[src/rtl/traffic_light_monitor.sv]
// Monitor for the traffic light code bus: decodes the phase, checks legality,
// conflicts, phase order and dwell, repeats the lights and forces red on fault.
module traffic_light_monitor #(
  parameter int unsigned MIN_DWELL = 3,
  parameter int unsigned MAX_DWELL = 3
) (
  input  logic       clk,
  input  logic       rst_n,
  input  logic [2:0] ns,
  input  logic [2:0] ew,
  input  logic [2:0] p_ns,
  input  logic [2:0] p_ew,
  input  logic       fault_clr,
  output logic [2:0] ns_o,
  output logic [2:0] ew_o,
  output logic [2:0] p_ns_o,
  output logic [2:0] p_ew_o,
  output logic [2:0] phase,
  output logic       phase_valid,
  output logic       fault,
  output logic [2:0] fault_code
);

  localparam int unsigned DW = $clog2(MAX_DWELL + 2);

  localparam logic [2:0] C_RED = 3'b001;
  localparam logic [2:0] PH_NONE = 3'd7;

  localparam logic [2:0] FC_NONE    = 3'd0;
  localparam logic [2:0] FC_ILLEGAL = 3'd1;
  localparam logic [2:0] FC_CONFL   = 3'd2;
  localparam logic [2:0] FC_SEQ     = 3'd3;
  localparam logic [2:0] FC_SHORT   = 3'd4;
  localparam logic [2:0] FC_TIMEOUT = 3'd5;

  typedef enum logic [1:0] {
    S_SYNC  = 2'd0,
    S_RUN   = 2'd1,
    S_FAULT = 2'd2
  } state_e;

  state_e        state_q, state_d;
  logic [DW-1:0] dwell_q, dwell_d;
  logic          first_q, first_d;
  logic [2:0]    ns_o_q, ns_o_d;
  logic [2:0]    ew_o_q, ew_o_d;
  logic [2:0]    p_ns_o_q, p_ns_o_d;
  logic [2:0]    p_ew_o_q, p_ew_o_d;
  logic [2:0]    phase_q, phase_d;
  logic          valid_q, valid_d;
  logic          fault_q, fault_d;
  logic [2:0]    code_q, code_d;

  logic          illegal_c;
  logic          tuple_hit_c;
  logic [2:0]    tuple_ph_c;
  logic [2:0]    sync_fc_c;
  logic [2:0]    ph_next_c;
  logic [DW-1:0] dwell_inc_c;

  function automatic logic code_ok(input logic [2:0] c);
    return (c == 3'b001) || (c == 3'b010) || (c == 3'b011);
  endfunction

  // Decode the sampled tuple into a phase and classify code/conflict errors
  always_comb begin
    illegal_c   = !(code_ok(ns) && code_ok(ew) && code_ok(p_ns) && code_ok(p_ew));
    tuple_hit_c = 1'b1;
    tuple_ph_c  = PH_NONE;
    unique case ({ns, ew, p_ns, p_ew})
      12'b011_001_001_011: tuple_ph_c = 3'd0;
      12'b010_001_001_001: tuple_ph_c = 3'd1;
      12'b001_001_001_001: tuple_ph_c = 3'd2;
      12'b001_011_001_001: tuple_ph_c = 3'd3;
      12'b001_010_001_001: tuple_ph_c = 3'd4;
      12'b001_001_011_011: tuple_ph_c = 3'd5;
      default:             tuple_hit_c = 1'b0;
    endcase
    if (illegal_c) begin
      sync_fc_c = FC_ILLEGAL;
    end else if (!tuple_hit_c) begin
      sync_fc_c = FC_CONFL;
    end else begin
      sync_fc_c = FC_NONE;
    end
    ph_next_c   = (phase_q == 3'd5) ? 3'd0 : phase_q + 3'd1;
    dwell_inc_c = (dwell_q == {DW{1'b1}}) ? dwell_q : dwell_q + DW'(1);
  end

  // Next-state, fault recording and output selection
  always_comb begin
    logic [2:0] fc_new;
    state_d  = state_q;
    dwell_d  = dwell_q;
    first_d  = first_q;
    fault_d  = fault_q;
    code_d   = code_q;
    ns_o_d   = ns;
    ew_o_d   = ew;
    p_ns_o_d = p_ns;
    p_ew_o_d = p_ew;
    phase_d  = tuple_ph_c;
    valid_d  = tuple_hit_c;
    fc_new   = FC_NONE;

    unique case (state_q)
      S_SYNC: begin
        fc_new = sync_fc_c;
        if (fc_new == FC_NONE && tuple_ph_c == 3'd0) begin
          state_d = S_RUN;
          dwell_d = DW'(1);
          first_d = 1'b1;
        end
      end
      S_RUN: begin
        fc_new = sync_fc_c;
        if (fc_new == FC_NONE) begin
          if (tuple_ph_c == phase_q) begin
            if (dwell_q >= DW'(MAX_DWELL)) begin
              fc_new = FC_TIMEOUT;
            end else begin
              dwell_d = dwell_inc_c;
            end
          end else if (tuple_ph_c == ph_next_c) begin
            if (dwell_q < DW'(MIN_DWELL) && !first_q) begin
              fc_new = FC_SHORT;
            end else begin
              dwell_d = DW'(1);
              first_d = 1'b0;
            end
          end else begin
            fc_new = FC_SEQ;
          end
        end
      end
      S_FAULT: begin
        if (fault_clr) begin
          // Clear wins; the same sample is re-checked for code errors only
          state_d = S_SYNC;
          fault_d = 1'b0;
          code_d  = FC_NONE;
          dwell_d = '0;
          fc_new  = sync_fc_c;
        end else begin
          ns_o_d   = C_RED;
          ew_o_d   = C_RED;
          p_ns_o_d = C_RED;
          p_ew_o_d = C_RED;
        end
      end
      default: state_d = S_SYNC;
    endcase

    if (fc_new != FC_NONE) begin
      state_d  = S_FAULT;
      fault_d  = 1'b1;
      code_d   = fc_new;
      ns_o_d   = C_RED;
      ew_o_d   = C_RED;
      p_ns_o_d = C_RED;
      p_ew_o_d = C_RED;
    end
  end

  // State and output registers with synchronous active-low reset
  always_ff @(posedge clk) begin
    if (!rst_n) begin
      state_q  <= S_SYNC;
      dwell_q  <= '0;
      first_q  <= 1'b0;
      ns_o_q   <= C_RED;
      ew_o_q   <= C_RED;
      p_ns_o_q <= C_RED;
      p_ew_o_q <= C_RED;
      phase_q  <= PH_NONE;
      valid_q  <= 1'b0;
      fault_q  <= 1'b0;
      code_q   <= FC_NONE;
    end else begin
      state_q  <= state_d;
      dwell_q  <= dwell_d;
      first_q  <= first_d;
      ns_o_q   <= ns_o_d;
      ew_o_q   <= ew_o_d;
      p_ns_o_q <= p_ns_o_d;
      p_ew_o_q <= p_ew_o_d;
      phase_q  <= phase_d;
      valid_q  <= valid_d;
      fault_q  <= fault_d;
      code_q   <= code_d;
    end
  end

  assign ns_o        = ns_o_q;
  assign ew_o        = ew_o_q;
  assign p_ns_o      = p_ns_o_q;
  assign p_ew_o      = p_ew_o_q;
  assign phase       = phase_q;
  assign phase_valid = valid_q;
  assign fault       = fault_q;
  assign fault_code  = code_q;

endmodule

[config.mk]
export PLATFORM = sky130hd
export DESIGN_NAME = traffic_light_monitor
export DESIGN_NICKNAME = d
export VERILOG_FILES = /design/src/rtl/traffic_light_monitor.sv
export SDC_FILE = /design/constraint.sdc
export NUM_CORES = 1
export LEC_CHECK = 0
export ABC_AREA = 1
export BUFFER_PORTS_ARGS = -buffer_cell sky130_fd_sc_hd__buf_4
export CAP_MARGIN = 20
export CORE_MARGIN = 5
export CORE_UTILIZATION = 55
export DETAILED_ROUTE_END_ITERATION = 8
export PLACE_DENSITY = 0.8
export RECOVER_POWER = 50
export SETUP_SLACK_MARGIN = 0.4
export SYNTH_ARGS = -nofsm -noshare
export SYNTH_HDL_FRONTEND = slang
export SYNTH_SLANG_ARGS = --single-unit
[constraint.sdc]
create_clock -name clk -period 3.25 [get_ports clk]
set_clock_uncertainty 0.2 [all_clocks]
set_input_delay 0.1625 -clock clk [delete_from_list [all_inputs] [get_ports clk]]
set_output_delay 0.1625 -clock clk [all_outputs]
set_load 0.01 [all_outputs]
Word level (Yosys, flattened, before mapping):

Index checks and enable logic that the tools add are counted.

* flip-flop bits (word level): 26
* bits of input ports: 15
* output and inout port bits: 20
* logic and storage cells: 128

* add/sub/neg operators: 2
* order comparisons: 2
* equality and inequality tests: 37
* muxes and demuxes: 44
* bitwise gates (word level): 2
* reduce and logical (&&, ||, !) cells: 29

Operators by type and width (count)
* two-way mux 3 bit: 25
* == test 12 x 10 -> 1 bit (second input constant): 4
* == test 12 x 11 -> 1 bit (second input constant): 2
* == test 3 x 2 -> 1 bit (second input constant): 8
* inequality test 3 bit (second input constant): 6
* case mux 3 bit (3 select lines): 2
* case mux 3 bit (6 select lines): 1
* inequality test 2 bit (second input constant): 7
* == test 3 x 1 -> 1 bit (second input constant): 4
* two-way mux 2 bit: 5
* two-way mux 1 bit: 9
* logical OR 1 bit: 8
* AND reduction 8 bit: 1
* adder 3 x 1 -> 3 bit (second input constant): 2
* == test 3 bit: 2
* == test 3 bit (second input constant): 2
* logical NOT 3 bit: 2
* case mux 2 bit (3 select lines): 1
* AND reduction 3 bit: 2
* AND reduction 6 bit: 1
* nonzero test 2 bit: 3
* nonzero test 3 bit: 2
* OR reduction 6 bit: 1
* logical AND 1 bit: 5
* other kinds (10): 11

Longest topological paths before layout:

* depth in word-level cells: 15
* gate-level depth with buffers: 22
* gate-level depth less buffers: 22

Worst setup path after synthesis:

Ideal clock, no wire load.

* kind: register to register
* from: register phase_q[0], in the netlist phase[0]
* to: register ew_o_q[1], in the netlist ew_o[1]
* arrival time: 1798 ps
* slack: 1189 ps
* cell stages (with the launch flop): 17
* buffers on the path: 0
* path through: dfxtp_1 -> inv_1 -> nor2_1 -> o21ai_0 -> inv_1 -> nand2_1 -> nand2_1 -> nand2_1 -> nor2_2 -> nand2_1 -> nand3_1 -> nand2_2 -> a21oi_4 -> nand2_4 -> nor2_8 -> nand2_4 -> nor2_2

* longest elaborated chain between the ends: 9
* elaborated cells between the ends (all ways): 11
* classes of those cells: add/sub: 1; eq/ne: 3; mux: 5; reduce/logical: 2

RTL lines
* start: declaration: RTL line 49 `logic [2:0] phase_q, phase_d;`
* start signal: assignment: RTL line 187 `phase_q <= phase_d;`
* adder 3 x 1 -> 3 bit or == test 3 bit (tied branches): RTL line 86 `ph_next_c = (phase_q == 3'd5) ? 3'd0 : phase_q + 3'd1;`
* two-way mux 3 bit: RTL line 86
* == test 3 bit: RTL line 124 `end else if (tuple_ph_c == ph_next_c) begin`
* two-way mux 3 bit: RTL line 124
* two-way mux 3 bit *: RTL line 118 `if (tuple_ph_c == phase_q) begin`
* two-way mux 3 bit *: RTL line 117 `if (fc_new == FC_NONE) begin`
* case mux 3 bit (3 select lines) *: RTL line 106 `unique case (state_q)`
* nonzero test 3 bit *: RTL line 154 `if (fc_new != FC_NONE) begin`
* OR reduction 2 bit (no source line) *
* end signal: assignment: RTL line 184 `ew_o_q <= ew_o_d;`
* end: declaration: RTL line 46 `logic [2:0] ew_o_q, ew_o_d;`

Mark *: on every way between the ends. The rest lies on a longest branch, timed or not.
A chain may end at the register's enable or synchronous reset.

Final worst setup path:

* from: input port ew[2]
* to: register p_ns_o_q[2], in the netlist p_ns_o[2]

* longest elaborated chain between the ends: 14
* elaborated cells between the ends (all ways): 31
* classes of those cells: eq/ne: 11; mux: 11; reduce/logical: 9

RTL lines
* start: declaration: RTL line 10 `input logic [2:0] ew,`
* branches (longest 11 deep; another with == test 12 x 10 -> 1 bit)
* case mux 3 bit (3 select lines) *: RTL line 106
* nonzero test 3 bit *: RTL line 154
* OR reduction 2 bit (no source line) *
* end signal: assignment: RTL line 185 `p_ns_o_q <= p_ns_o_d;`
* end: declaration: RTL line 47 `logic [2:0] p_ns_o_q, p_ns_o_d;`

Mark *: on every way between the ends.

==> metrics.csv <==
stage,metric,value,unit
run_status,status,finished clean,
setup_path,Setup crit start kind,primary input,
setup_path,origin of the worst setup path,ew[2],
yosys,post-synthesis mux area share,0,
yosys,top cell type's share of synthesized area,0.308,
yosys,xor/xnor cell area share of the yosys netlist,0,
yosys,Post-synth EDFFs,0,
global_route,largest net degree at the start of global routing,15,
yosys,synthesized-area fraction occupied by and/or/nand/nor cells,0.449,
setup_path,worst path arrival time,2820,ps
pwr,Tot Pwr,0.757,mW
layout,Area Overhead vs Synth,22.1,%
die,Starting Density,0.563,
pwr,Peak supply drop,0.180,mV
yosys,Synth area leader,dfxtp_1,
global_route,first-pass GRT wire length,6810,um
timing,final period utilization,0.844,
cts,clock-pin transition on the worst setup and hold timing paths,140,ps
yosys,Post-Syn Instances,248,
die,chip height,65.5,um
yosys,adder-cell area share of the yosys netlist,0.0518,
min_path,min-delay src,fault_clr,
yosys,ys async rst share,0,
placement,GPL Wtd Cong,0.939,
layout,filler instances,274,
global_route,initial antenna violation count,0,
layout,layout cells sized above 1,0.221,
timing,Worst Max-Slew Pin Slew,353,ps
die,die width,65.5,um
yosys,most common cell in the synthesized netlist,nand2_1,
die,top-level port count,35,
setup_path,CP endpoint kind,flop,
layout,Nets,321,
yosys,Area contributors post-synth,"dfxtp_1 31%, nand2_1 12%, nor2_1 6.7%, inv_1 5.8%, ha_1 5.2%",
drt,DRT Pass-1 Iters,4,
cts,clock sinks,26,
global_route,global route total overflow,0,
timing,hold_ws,53.0,ps
cts,clock buffer depth,2,
global_route,number of global-route vias before repair,1575,
cts,H-tree depth,1,
yosys,Post-Syn Area,1690,um^2
yosys,largest family of logic cells by synthesized area,simple AND/OR/NAND/NOR gates,
pwr,leakage,1.01,nW
timing,endpoints failing hold,0,
drt,Routed WL,4060,um
drt,Routed Antenna Nets,0,
yosys,Synth Net Count,270,
timing,setup_tns,0,ps
timing,Peak Freq,365,MHz
cts,CTS tree,yes,
die,row count,20,
yosys,"Warnings, synthesis",0,
yosys,post-synthesis area per instance,6.82,um^2
min_path,min-delay worst type,in -> reg,
setup_path,Worst Path Max Fanout,8,
yosys,commonest cells in the netlist,"54 x nand2_1, 30 x nor2_1, 26 x dfxtp_1, 26 x inv_1, 16 x nand3_1",
drt,drt drc,0,
setup_path,crit path kind,in -> reg,
placement,PortBufs,34,
global_route,total track usage,0.203,
drt,via count,1690,
timing,Tmin final,2740,ps
timing,headroom to the max-slew limit,0.764,
drt,initial DRC count,100,
cts,postcts setup bufs,0,
job,Max Cap Violations,0,
yosys,Synth Flop Type,dfxtp_1,
layout,diodes inserted,0,
yosys,Compound-Gate Fraction of Synth Area,0.112,
yosys,Synth cell types,31,
cts,CTS Root Buffer Type,clkbuf_4,
yosys,sequential area share after synthesis,0.308,
pwr,PD cells,366,nW/um^2
placement,Final HPWL DP,3000,um
timing,Final setup viols,0,
setup_path,WP data required,3330,ps
setup_path,RR Startpoint,phase[0]$_SDFF_PN1_,
cts,number of buffers created by CTS,3,
timing,RSZ-0062 raised after global routing,yes,
drt,WL per Instance,12.3,um
cts,worst skew pair latency,320,ps
die,Die Area,4290,um^2
die,CORE AREA,3000,um^2
timing,Final Max Slew Viols,0,
yosys,register bit total from synthesis,26,
drt,vias per cell,5.11,
-- critical path, cell delays in order --
cell	delay [ps]
dlygate4sd3_1	540
buf_4	140
inv_2	80
nand2_1	110
nor2_4	160
nand3_1	140
nand2_1	220
nor2_2	80
nand2_2	60
nand2_2	60
nor2_4	150
nand3_2	110
nand3_1	100
nand2_2	80
a21oi_4	190
nand2_4	100
nor2_8	120
nand2_4	110
nor2_2	90
-- per-layer routing --
layer,routed length (um),GRT usage,share of wire,up-vias
met2,1880,0.353,0.46,43
li1,-,-,-,890
met1,1910,0.254,0.47,749
met5,0,0,0,-
met3,178,0.0291,0.044,8
met4,91,0.0699,0.022,0
-- registers in the layout (all words and copies together), names as in the netlist --
signal	flops
p_ew_o	3
dwell_q	3
p_ns_o	3
phase	3
fault	1
ew_o	3
first_q	1
phase_valid	1
state_q	2
ns_o	3
fault_code	3
-- report_power, final --
part	switching, mW	total (mW)	internal (mW)
logic	0.138	0.225	0.0874
clock network	0.0987	0.167	0.0686
registers	0.0163	0.364	0.348
-- per-stage QoR --
step | area [um^2] | setup WS, ps | utilization | std cells
final | 2070 | 508 | 0.688 | 331
after global routing | 2070 | 262 | 0.688 | 331
after CTS | 2150 | 643 | 0.716 | 331
after detailed placement | 1980 | 866 | 0.661 | 314
after global placement | 1980 | 872 | 0.661 | 314
after floorplan | 1690 | 1190 | - | 248
-- layout make-up --
type	count	area, um^2	area share
clock buffers	4	36.3	0.0176
inverters	35	131	0.0636
multi-input cells	186	1030	0.497
flip-flops and latches	26	520	0.252
well taps	33	41.3	0.0200
repair buffers	47	310	0.150
-- cell usage in the layout, fill, tap and decap left out, drive strengths merged, types with 2 or more instances in the layout --
cell         synthesis  final
nand2               69     69
nor2                46     46
inv                 35     35
dfxtp               26     26
clkbuf               1     24
nand3               21     21
buf                  0     14
o21ai               14     14
dlygate4sd3          0     13
a21oi               13     13
ha                   7      7
nand3b               3      3
nor3                 2      2
nor4                 2      2
-- final timing paths --
| check | slack (ps) | endpoint | cells past startpoint |
|---|---|---|---|
| setup / recovery | 510 | p_ns_o[2]$_SDFF_PP0_ | 19 |
| hold / removal | 50 | fault_code[2]$_SDFFE_PN0P_ | 4 |
| setup reg to reg | 930 | p_ns_o[2]$_SDFF_PP0_ | 15 |
| hold reg to reg | 300 | fault_code[0]$_SDFFE_PN0P_ | 2 |
-- cells by family after synthesis --
group	count (synthesis)
fa+ha+maj	7
buf+inv	36
compound gates	32
flops	26
simple gates	147
-- what timing repair did --
action / in CTS / in global routing
hold buffers: 13 / 0
hold endpoints to repair: 20 / 0
gates resized for setup: 0 / 1
endpoints found under the setup margin: 0 / 1
Note: power is estimated with default switching activity, not from simulation.
